[config.mk]
export PLATFORM = sky130hd
export DESIGN_NAME = ddr_rd_sched
export DESIGN_NICKNAME = d
export VERILOG_FILES = /design/src/rtl/ddr_rd_pkg.sv /design/src/rtl/ddr_rd_burst_calc.sv /design/src/rtl/ddr_rd_sched.sv
export SDC_FILE = /design/constraint.sdc
export NUM_CORES = 1
export LEC_CHECK = 0
export ABC_AREA = 1
export CAP_MARGIN = 10
export CORE_MARGIN = 10
export CORE_UTILIZATION = 53
export DETAILED_ROUTE_END_ITERATION = 7
export GPL_TIMING_DRIVEN = 0
export HOLD_SLACK_MARGIN = 0.02
export PLACE_DENSITY_LB_ADDON = 0.25
export SLEW_MARGIN = 0
export SYNTH_ARGS = -nofsm -noshare
export SYNTH_HDL_FRONTEND = slang
export SYNTH_SLANG_ARGS = --single-unit
[constraint.sdc]
create_clock -name clk -period 8.24 [get_ports clk]
set_input_delay 0.824 -clock clk [delete_from_list [all_inputs] [get_ports clk]]
set_output_delay 0.824 -clock clk [all_outputs]
set_load 0.01 [all_outputs]
[src/rtl/ddr_rd_pkg.sv]
// Shared definitions for the DDR read scheduler: FSM encodings, boundary default
// and a ceil-log2 helper used to size address offsets.
package ddr_rd_pkg;

  localparam logic [1:0] ST_IDLE  = 2'd0;
  localparam logic [1:0] ST_CALC  = 2'd1;
  localparam logic [1:0] ST_ISSUE = 2'd2;
  localparam logic [1:0] ST_WAIT  = 2'd3;

  localparam int BOUNDARY_DEF = 4096;

  function automatic int clogb2(input int v);
    int r;
    r = 0;
    for (int i = 0; i < 31; i++) begin
      if ((1 << i) < v) r = i + 1;
    end
    return r;
  endfunction

endpackage

[src/rtl/ddr_rd_burst_calc.sv]
// Burst length for the next read: the smallest of the beats still owed, the
// burst cap, and the beats left before the next line boundary.
module ddr_rd_burst_calc
  import ddr_rd_pkg::*;
#(
  parameter int BEATS_W   = 16,
  parameter int DATA_W    = 32,
  parameter int MAX_BURST = 64,
  parameter int BOUNDARY  = BOUNDARY_DEF,
  parameter int OFF_W     = clogb2(BOUNDARY)
) (
  input  logic [OFF_W-1:0]   line_off,
  input  logic [BEATS_W-1:0] remaining,
  output logic [8:0]         blen
);

  localparam int BPB     = DATA_W / 8;
  localparam int LOG_BPB = clogb2(BPB);
  localparam int CMP_W0  = (BEATS_W > OFF_W + 1) ? BEATS_W : OFF_W + 1;
  localparam int CMP_W   = (CMP_W0 > 10) ? CMP_W0 : 10;

  logic [OFF_W:0]   to_bnd_bytes;
  logic [CMP_W-1:0] to_bnd_beats;
  logic [CMP_W-1:0] rem_w;
  logic [8:0]       lim;

  always_comb begin
    to_bnd_bytes = (OFF_W + 1)'(BOUNDARY) - {1'b0, line_off};
    to_bnd_beats = CMP_W'(to_bnd_bytes >> LOG_BPB);
    rem_w        = CMP_W'(remaining);
    lim          = (to_bnd_beats < CMP_W'(MAX_BURST)) ? to_bnd_beats[8:0] : 9'(MAX_BURST);
    blen         = (rem_w < CMP_W'(lim)) ? rem_w[8:0] : lim;
  end

endmodule

[src/rtl/ddr_rd_sched.sv]
// Two-client read scheduler: round-robin per transfer, splits transfers into
// boundary-safe bursts for the single-burst reader and steers beats back.
module ddr_rd_sched
  import ddr_rd_pkg::*;
#(
  parameter int ADDR_W    = 32,
  parameter int DATA_W    = 32,
  parameter int BEATS_W   = 16,
  parameter int MAX_BURST = 64,
  parameter int BOUNDARY  = BOUNDARY_DEF
) (
  input  logic                 clk,
  input  logic                 rst_n,
  input  logic [1:0]           req_valid,
  output logic [1:0]           req_ready,
  input  logic [2*ADDR_W-1:0]  req_addr,
  input  logic [2*BEATS_W-1:0] req_beats,
  output logic [1:0]           xfer_done,
  output logic                 sched_busy,
  output logic                 out_vld,
  output logic [DATA_W-1:0]    out_data,
  output logic                 out_id,
  output logic                 out_last,
  output logic                 rd_start,
  output logic [ADDR_W-1:0]    rd_addr,
  output logic [7:0]           rd_len,
  input  logic                 rd_busy,
  input  logic                 rd_done,
  input  logic                 rd_vld,
  input  logic [DATA_W-1:0]    rd_data
);

  localparam int BPB     = DATA_W / 8;
  localparam int LOG_BPB = clogb2(BPB);
  localparam int OFF_W   = clogb2(BOUNDARY);

  logic [1:0]         state_q;
  logic               owner_q;
  logic               last_grant_q;
  logic [BEATS_W-1:0] beat_left_q;
  logic [ADDR_W-1:0]  addr_q;
  logic [BEATS_W-1:0] rem_q;
  logic [8:0]         blen_q;
  logic [ADDR_W-1:0]  rd_addr_q;
  logic [7:0]         rd_len_q;
  logic [1:0]         xfer_done_q;

  logic [1:0]         win;
  logic               acc;
  logic               acc_id;
  logic [ADDR_W-1:0]  sel_addr;
  logic [BEATS_W-1:0] sel_beats;
  logic [BEATS_W-1:0] rem_next;
  logic [8:0]         blen_c;

  // Arbiter: a lone requester wins, a tie goes to the client not served last.
  always_comb begin
    win = 2'b00;
    if (rst_n && state_q == ST_IDLE) begin
      case (req_valid)
        2'b01:   win = 2'b01;
        2'b10:   win = 2'b10;
        2'b11:   win = last_grant_q ? 2'b01 : 2'b10;
        default: win = 2'b00;
      endcase
    end
  end

  always_comb begin
    acc       = |win;
    acc_id    = win[1];
    sel_addr  = (acc_id ? req_addr[2*ADDR_W-1:ADDR_W] : req_addr[ADDR_W-1:0])
                & ~ADDR_W'(BPB - 1);
    sel_beats = acc_id ? req_beats[2*BEATS_W-1:BEATS_W] : req_beats[BEATS_W-1:0];
    rem_next  = rem_q - BEATS_W'(blen_q);
  end

  ddr_rd_burst_calc #(
    .BEATS_W   (BEATS_W),
    .DATA_W    (DATA_W),
    .MAX_BURST (MAX_BURST),
    .BOUNDARY  (BOUNDARY),
    .OFF_W     (OFF_W)
  ) u_calc (
    .line_off  (addr_q[OFF_W-1:0]),
    .remaining (rem_q),
    .blen      (blen_c)
  );

  always_ff @(posedge clk) begin
    if (!rst_n) begin
      state_q      <= ST_IDLE;
      owner_q      <= 1'b0;
      last_grant_q <= 1'b1;
      beat_left_q  <= '0;
      rd_addr_q    <= '0;
      rd_len_q     <= '0;
      xfer_done_q  <= 2'b00;
    end else begin
      xfer_done_q <= 2'b00;
      if (state_q == ST_WAIT && rd_vld && beat_left_q != '0)
        beat_left_q <= beat_left_q - 1'b1;
      case (state_q)
        ST_IDLE: begin
          if (acc) begin
            owner_q      <= acc_id;
            last_grant_q <= acc_id;
            beat_left_q  <= sel_beats;
            if (sel_beats == '0) xfer_done_q <= win;
            else                 state_q     <= ST_CALC;
          end
        end
        ST_CALC: begin
          rd_addr_q <= addr_q;
          rd_len_q  <= blen_c[7:0];
          state_q   <= ST_ISSUE;
        end
        ST_ISSUE: begin
          if (!rd_busy) state_q <= ST_WAIT;
        end
        default: begin
          if (rd_done) begin
            if (rem_next == '0) begin
              xfer_done_q <= owner_q ? 2'b10 : 2'b01;
              state_q     <= ST_IDLE;
            end else begin
              state_q <= ST_CALC;
            end
          end
        end
      endcase
    end
  end

  // Transfer cursor: loaded on accept, advanced by the burst just completed.
  always_ff @(posedge clk) begin
    if (state_q == ST_IDLE && acc) begin
      addr_q <= sel_addr;
      rem_q  <= sel_beats;
    end else if (state_q == ST_CALC) begin
      blen_q <= blen_c;
    end else if (state_q == ST_WAIT && rd_done) begin
      addr_q <= addr_q + (ADDR_W'(blen_q) << LOG_BPB);
      rem_q  <= rem_next;
    end
  end

  always_comb begin
    req_ready  = win;
    xfer_done  = xfer_done_q;
    sched_busy = (state_q != ST_IDLE);
    rd_start   = (state_q == ST_ISSUE) && !rd_busy;
    rd_addr    = rd_addr_q;
    rd_len     = rd_len_q;
    out_vld    = (state_q == ST_WAIT) && rd_vld;
    out_data   = rd_data;
    out_id     = owner_q;
    out_last   = out_vld && (beat_left_q == BEATS_W'(1));
  end

endmodule

=== After elaboration in Yosys (flattened, before gate mapping) ===
Cells that the tools add are included.

* Word-level logic and storage cells: 80
* Output and inout port bits: 81
* Register bits after elaboration: 119

* $lt $le $gt $ge: 2
* $add $sub $neg: 4
* Eq/ne operators: 11
* Reductions and logical operators: 22
* Multiplexer cells: 28
* Bitwise operators: 2

{| class="wikitable"
|+ Operators with widths
! operator !! count
|-
| two-way mux 32 bit || 4
|-
| two-way mux 16 bit || 7
|-
| adder 32 x 11 -> 32 bit || 1
|-
| zero test 16 bit || 2
|-
| two-way mux 2 bit || 11
|-
| two-way mux 9 bit || 2
|-
| equality test 16 x 1 -> 1 bit (second input constant) || 1
|-
| < comparator 16 x 9 -> 1 bit || 1
|-
| nonzero test 16 bit || 1
|-
| subtractor 16 x 1 -> 16 bit (second input constant) || 1
|-
| subtractor 16 x 9 -> 16 bit || 1
|-
| subtractor 13 x 12 -> 13 bit (first input constant) || 1
|-
| case mux 2 bit (3 select lines) || 2
|-
| < comparator 11 x 7 -> 1 bit (second input constant) || 1
|-
| equality test 2 bit (second input constant) || 4
|-
| != test 2 bit (second input constant) || 4
|-
| AND reduction 2 bit || 4
|-
| logical AND 1 bit || 7
|-
| equality test 2 x 1 -> 1 bit (second input constant) || 2
|-
| case mux 2 bit (2 select lines) || 1
|-
| AND reduction 4 bit || 1
|-
| nonzero test 2 bit || 2
|-
| nonzero test 4 bit || 1
|-
| OR reduction 2 bit || 2
|-
| 4 further kinds || 5
|}

=== Logic depth before layout (Yosys ltp) ===
* Depth in word-level cells: 8
* Mapped depth: 24
* Gate-level depth less buffers: 24

=== Cells and area by module ===
Synthesis repeated with hierarchy kept, for this count alone.

* Cell total of the unflattened synthesis: 1065
* Area, all modules: 7648.6 µm²

{| class="wikitable"
|+ By module, submodules not included
! module !! seq. area each (µm²) !! times used !! area each (µm²) !! cells an instance
|-
| ddr_rd_sched || 2852.7 || 1 || 7133.1 || 970
|-
| ddr_rd_burst_calc || 0.0 || 1 || 515.5 || 95
|}

=== Least setup slack after synthesis ===
Ideal clock, no wire load.

* Path type: input to register
* Start point: input port rst_n
* End point: register addr_q[10] (enable)
* Required time: 7.775 ns
* Path slack: 3.741 ns
* Arrival: 4.035 ns
* Cell stages on the path: 9
* Buffers on the path: 3
* Cell sequence: buf_6 nand2_2 inv_2 nand2_1 a21oi_1 nor2_1 buf_2 buf_2 a21oi_1

* Cells in the longest elaborated chain, start to end: 6

{| class="wikitable"
|+ RTL lines
! item !! line !! text
|-
| start: declaration || ddr_rd_sched.sv:13 || <nowiki>input logic rst_n,</nowiki>
|-
| logical AND 1 bit (*) || ddr_rd_sched.sv:59 || <nowiki>if (rst_n && state_q == ST_IDLE) begin</nowiki>
|-
| two-way mux 2 bit (*) || ddr_rd_sched.sv:59 ||
|-
| OR reduction 2 bit (*) || ddr_rd_sched.sv:70 || <nowiki>acc = |win;</nowiki>
|-
| logical AND 1 bit (*) || ddr_rd_sched.sv:137 || <nowiki>if (state_q == ST_IDLE && acc) begin</nowiki>
|-
| != test 2 bit (no source line) or nonzero test 2 bit (tied branches) || - ||
|-
| AND reduction 2 bit (no source line) (*) || - ||
|-
| end signal: assignment || ddr_rd_sched.sv:138 || <nowiki>addr_q <= sel_addr;</nowiki>
|-
| end signal: assignment || ddr_rd_sched.sv:143 || <nowiki>addr_q <= addr_q + (ADDR_W'(blen_q) << LOG_BPB);</nowiki>
|-
| end: declaration || ddr_rd_sched.sv:41 || <nowiki>logic [ADDR_W-1:0] addr_q;</nowiki>
|}

Every way passes the cells marked *; elsewhere a longest branch is shown, timed or not.
A chain may end at the register's enable or synchronous reset.

=== Worst setup path after layout ===
* Start point: register state_q[0]
* End point: output port req_ready[0]

* Cells in the longest elaborated chain, start to end: 3

{| class="wikitable"
|+ RTL lines
! item !! line !! text
|-
| start: declaration || ddr_rd_sched.sv:37 || <nowiki>logic [1:0] state_q;</nowiki>
|-
| start signal: assignment || ddr_rd_sched.sv:92 || <nowiki>state_q <= ST_IDLE;</nowiki>
|-
| start signal: assignment || ddr_rd_sched.sv:110 || <nowiki>else state_q <= ST_CALC;</nowiki>
|-
| start signal: assignment || ddr_rd_sched.sv:116 || <nowiki>state_q <= ST_ISSUE;</nowiki>
|-
| zero test 2 bit || ddr_rd_sched.sv:59 ||
|-
| logical AND 1 bit || ddr_rd_sched.sv:59 ||
|-
| two-way mux 2 bit || ddr_rd_sched.sv:59 ||
|-
| end: declaration || ddr_rd_sched.sv:15 || <nowiki>output logic [1:0] req_ready,</nowiki>
|}

No other way between the ends.

==> results.json <==
{
  "status": "finished, final reports clean",
  "fmax_mhz": 248,
  "clkSlewWorstSetupHoldPaths_ns": 0.06,
  "first_global_vias": 7745,
  "synthTopCellsByArea": "edfxtp_1 (22%), dfxtp_1 (16%), nand2_1 (8.7%)",
  "ir_drop_mv": 0.211,
  "slew_headroom_pct": 41.1,
  "skew_ns": 0.0129,
  "postSynth.asyncResetShare_pct": 0,
  "crit_fanout": 10,
  "insertion_delay_ns": 0.43,
  "fin_crit_sh_pct": 48.9,
  "multiInputGateArea_um2": 3930,
  "switching_power_w": 0.00140,
  "p_seq_share_pct": 29.8,
  "grt_remaining_overflow": 0,
  "grt_antenna_before_repair": 2,
  "grt_max_degree": 25,
  "fin_crit_ns": 4.03,
  "worst_setup_path_end_kind": "output pin",
  "route.vias.total": 7971,
  "holdCritPathClass": "reg2reg",
  "pwr_density_cell_nw_per_um2": 333,
  "dpl.hpwl_mm": 19.3,
  "grt_pass1_wl_mm": 40.3,
  "cts_resized": 0,
  "syn_to_final_growth_pct": 35.0,
  "required_ns": 7.42,
  "rsz0062_at_grt": "false",
  "slew_viol_final": 0,
  "slowest_delay_ns": 0.67,
  "cts_buffers": 17,
  "max_cap_violations": 0,
  "htreeDepth": 4,
  "wl_per_cell_um": 18.1,
  "via_per_inst": 5.63,
  "portBuffers": 176,
  "synth_common_cells": "nand2_1 (176), nor2_1 (139), inv_1 (113), a21oi_1 (82), o21ai_0 (64)",
  "yosysTopAreaCell": "edfxtp_1",
  "die_height_um": 140,
  "crit_path_start_kind": "flop",
  "ys.flop_type": "dfxtp_1",
  "cts_tree": "yes",
  "num_rows": 43,
  "nets": 1395,
  "internal_power_w": 0.00203,
  "firstDrtPassIters": 5,
  "crit_type": "reg2out",
  "holdBufCountCts": 0,
  "tns_ns": 0,
  "drtAntennaViolNets": 0,
  "post_cts.repair.setup_buffers": 0,
  "ys_seq_area_share_pct": 37.4,
  "wirelength_mm": 25.6,
  "synthCells": 1024,
  "nFillCells": 1103,
  "clkSinkCount": 115,
  "finalHoldViolCount": 0,
  "dieArea_um2": 19600,
  "swShare_pct": 40.8,
  "cp_slowest_cell": "clkdlybuf4s50_1",
  "synth_area_um2": 7630,
  "setup_viol_count_final": 0,
  "num_io_pins": 216,
  "crit_arrival_ns": 3.20,
  "syn_avg_cell_area_um2": 7.45,
  "p_clk_share_pct": 23.8,
  "die_w_um": 140,
  "pwr-share-comb_pct": 46.4,
  "max_slew.worst_pin.slew_ns": 0.881,
  "clock_path_buffers": 2,
  "yosys_warnings": 0,
  "drc": 0,
  "synth_edf_count": 55,
  "groute.usage.overall_pct": 25.5,
  "yosysTopAreaCellShare_pct": 21.6,
  "placed_cells": 1383,
  "synth_seq_cells": 115,
  "final_layout_size_suffix_gt1_share_pct": 8.50,
  "cts_root_buf": "clkbuf_16",
  "drt_iter0_markers": 881,
  "layoutNonFillerInstCount": 1417,
  "post-synth-top-count-cell": "nand2_1",
  "cp_cell_sequence": "inv_1, ha_1, nand2_2, inv_2, nand2_1, a21oi_1, clkbuf_1, clkdlybuf4s50_1",
  "initial_utilization_pct": 54.5,
  "register_area_um2": 2850,
  "core-area_um2": 14000,
  "p_leak_nw": 4.55,
  "synth_cell_types": 51,
  "place_congestion": 0.953
}
-- state kept, by name, indices dropped and copies added, names as in the netlist --
name / cells
last_grant_q: 1
beat_left_q: 16
blen_q: 9
xfer_done: 2
state_q: 2
rd_addr: 30
out_id: 1
addr_q: 30
rd_len: 8
rem_q: 16
-- power groups by stage --
stage	sequential, W	combinational (W)	clock (W)
floorplan	0.00102	0.000997	0
global placement	0.00103	0.00150	0
detailed placement	0.00102	0.00155	0
CTS	0.00102	0.00157	0.000812
global route	0.00105	0.00177	0.000844
finish	0.00102	0.00159	0.000816
-- cells in the final DEF, fill, tap and decap left out, types with 4 or more instances in the layout --
cell / Yosys / routed
o21a_1: 4 / 4
dfxtp_1: 60 / 60
nand2_1: 176 / 176
o22ai_1: 16 / 16
a21oi_1: 82 / 81
or2_1: 4 / 4
clkbuf_16: 0 / 18
nor2_1: 139 / 139
o21ai_0: 64 / 64
xor2_1: 27 / 27
clkbuf_1: 26 / 27
buf_4: 34 / 34
a21boi_0: 5 / 5
edfxtp_1: 55 / 55
o31ai_1: 4 / 4
conb_1: 2 / 4
clkdlybuf4s50_1: 0 / 176
or2_2: 5 / 5
o211ai_1: 7 / 7
nand3_1: 53 / 53
ha_1: 36 / 36
o21ai_1: 6 / 6
o21bai_1: 6 / 6
nor3_1: 18 / 18
nand2_2: 6 / 6
and3_1: 4 / 4
inv_1: 113 / 113
bufinv_16: 0 / 4
buf_6: 4 / 4
buf_2: 6 / 6
xnor2_1: 8 / 8
nor3_2: 5 / 5
nand4_1: 15 / 15
-- metrics by stage --
stage	setup WS [ns]	power (W)	hold slack, ns	cell area [um2]	utilization, %
after floorplan	3.74	0.00202	0.465	7640	-
after global placement	1.93	0.00253	0.482	9620	68.8
after detailed placement	4.39	0.00257	0.486	9660	69.0
after CTS	4.30	0.00340	0.502	10300	73.6
after global routing	4.12	0.00366	0.524	10300	73.7
final	4.21	0.00343	0.500	10300	73.7
-- worst max-delay path, delay by kind of cell, from the launching register on --
kind,cells,cell delay [ns]
buffers and inverters,4,1.46
DFF,1,0.35
and+or+nand+nor,2,0.13
AOI/OAI and AO/OA,1,0.50
adders and majority gates,1,0.32
-- cell type report --
class	count	area share (%)
buffer	70	4.15
multi-input combinational	725	38.2
clock inverter	12	1.70
timing repair buffer	177	17.3
sequential	115	27.7
tap	180	2.19
clock buffer	20	4.54
antenna	2	0.0486
inverter	116	4.23
-- per-layer routing --
layer  track usage (%)  vias to the layer above  part of all wire, %
met2              41.5                      463                   48
met5                 0                        -                    0
met3              7.23                       66                   10
li1                  -                     3779                    -
met4              11.0                        0                  3.6
met1              30.7                     3663                   38
-- worst paths after layout --
kind | start | to | slack, ns | cells past startpoint
max | state_q[0] | req_ready[0] | 4.21 | 8
min reg2reg | rd_addr[24] | rd_addr[24] | 0.50 | 2
min | rd_addr[24] | rd_addr[24] | 0.50 | 2
max reg2reg | addr_q[2] | blen_q[0] | 4.68 | 20
-- kinds of logic (layout without fill, tap and decap cells) --
kind of cell,Yosys count,count (layout),synth area share (%)
AO/OA/AOI/OAI,206,206,15.1
flip-flops,115,115,37.4
buffers and inverters,186,395,11.3
other,2,6,0.0984
XOR/XNOR,35,35,4.02
adder cells (fa/ha/maj),38,38,6.43
multiplexers,3,3,0.410
AND/OR/NAND/NOR,439,439,25.2
No activity file was read; power rests on OpenSTA's default activity.
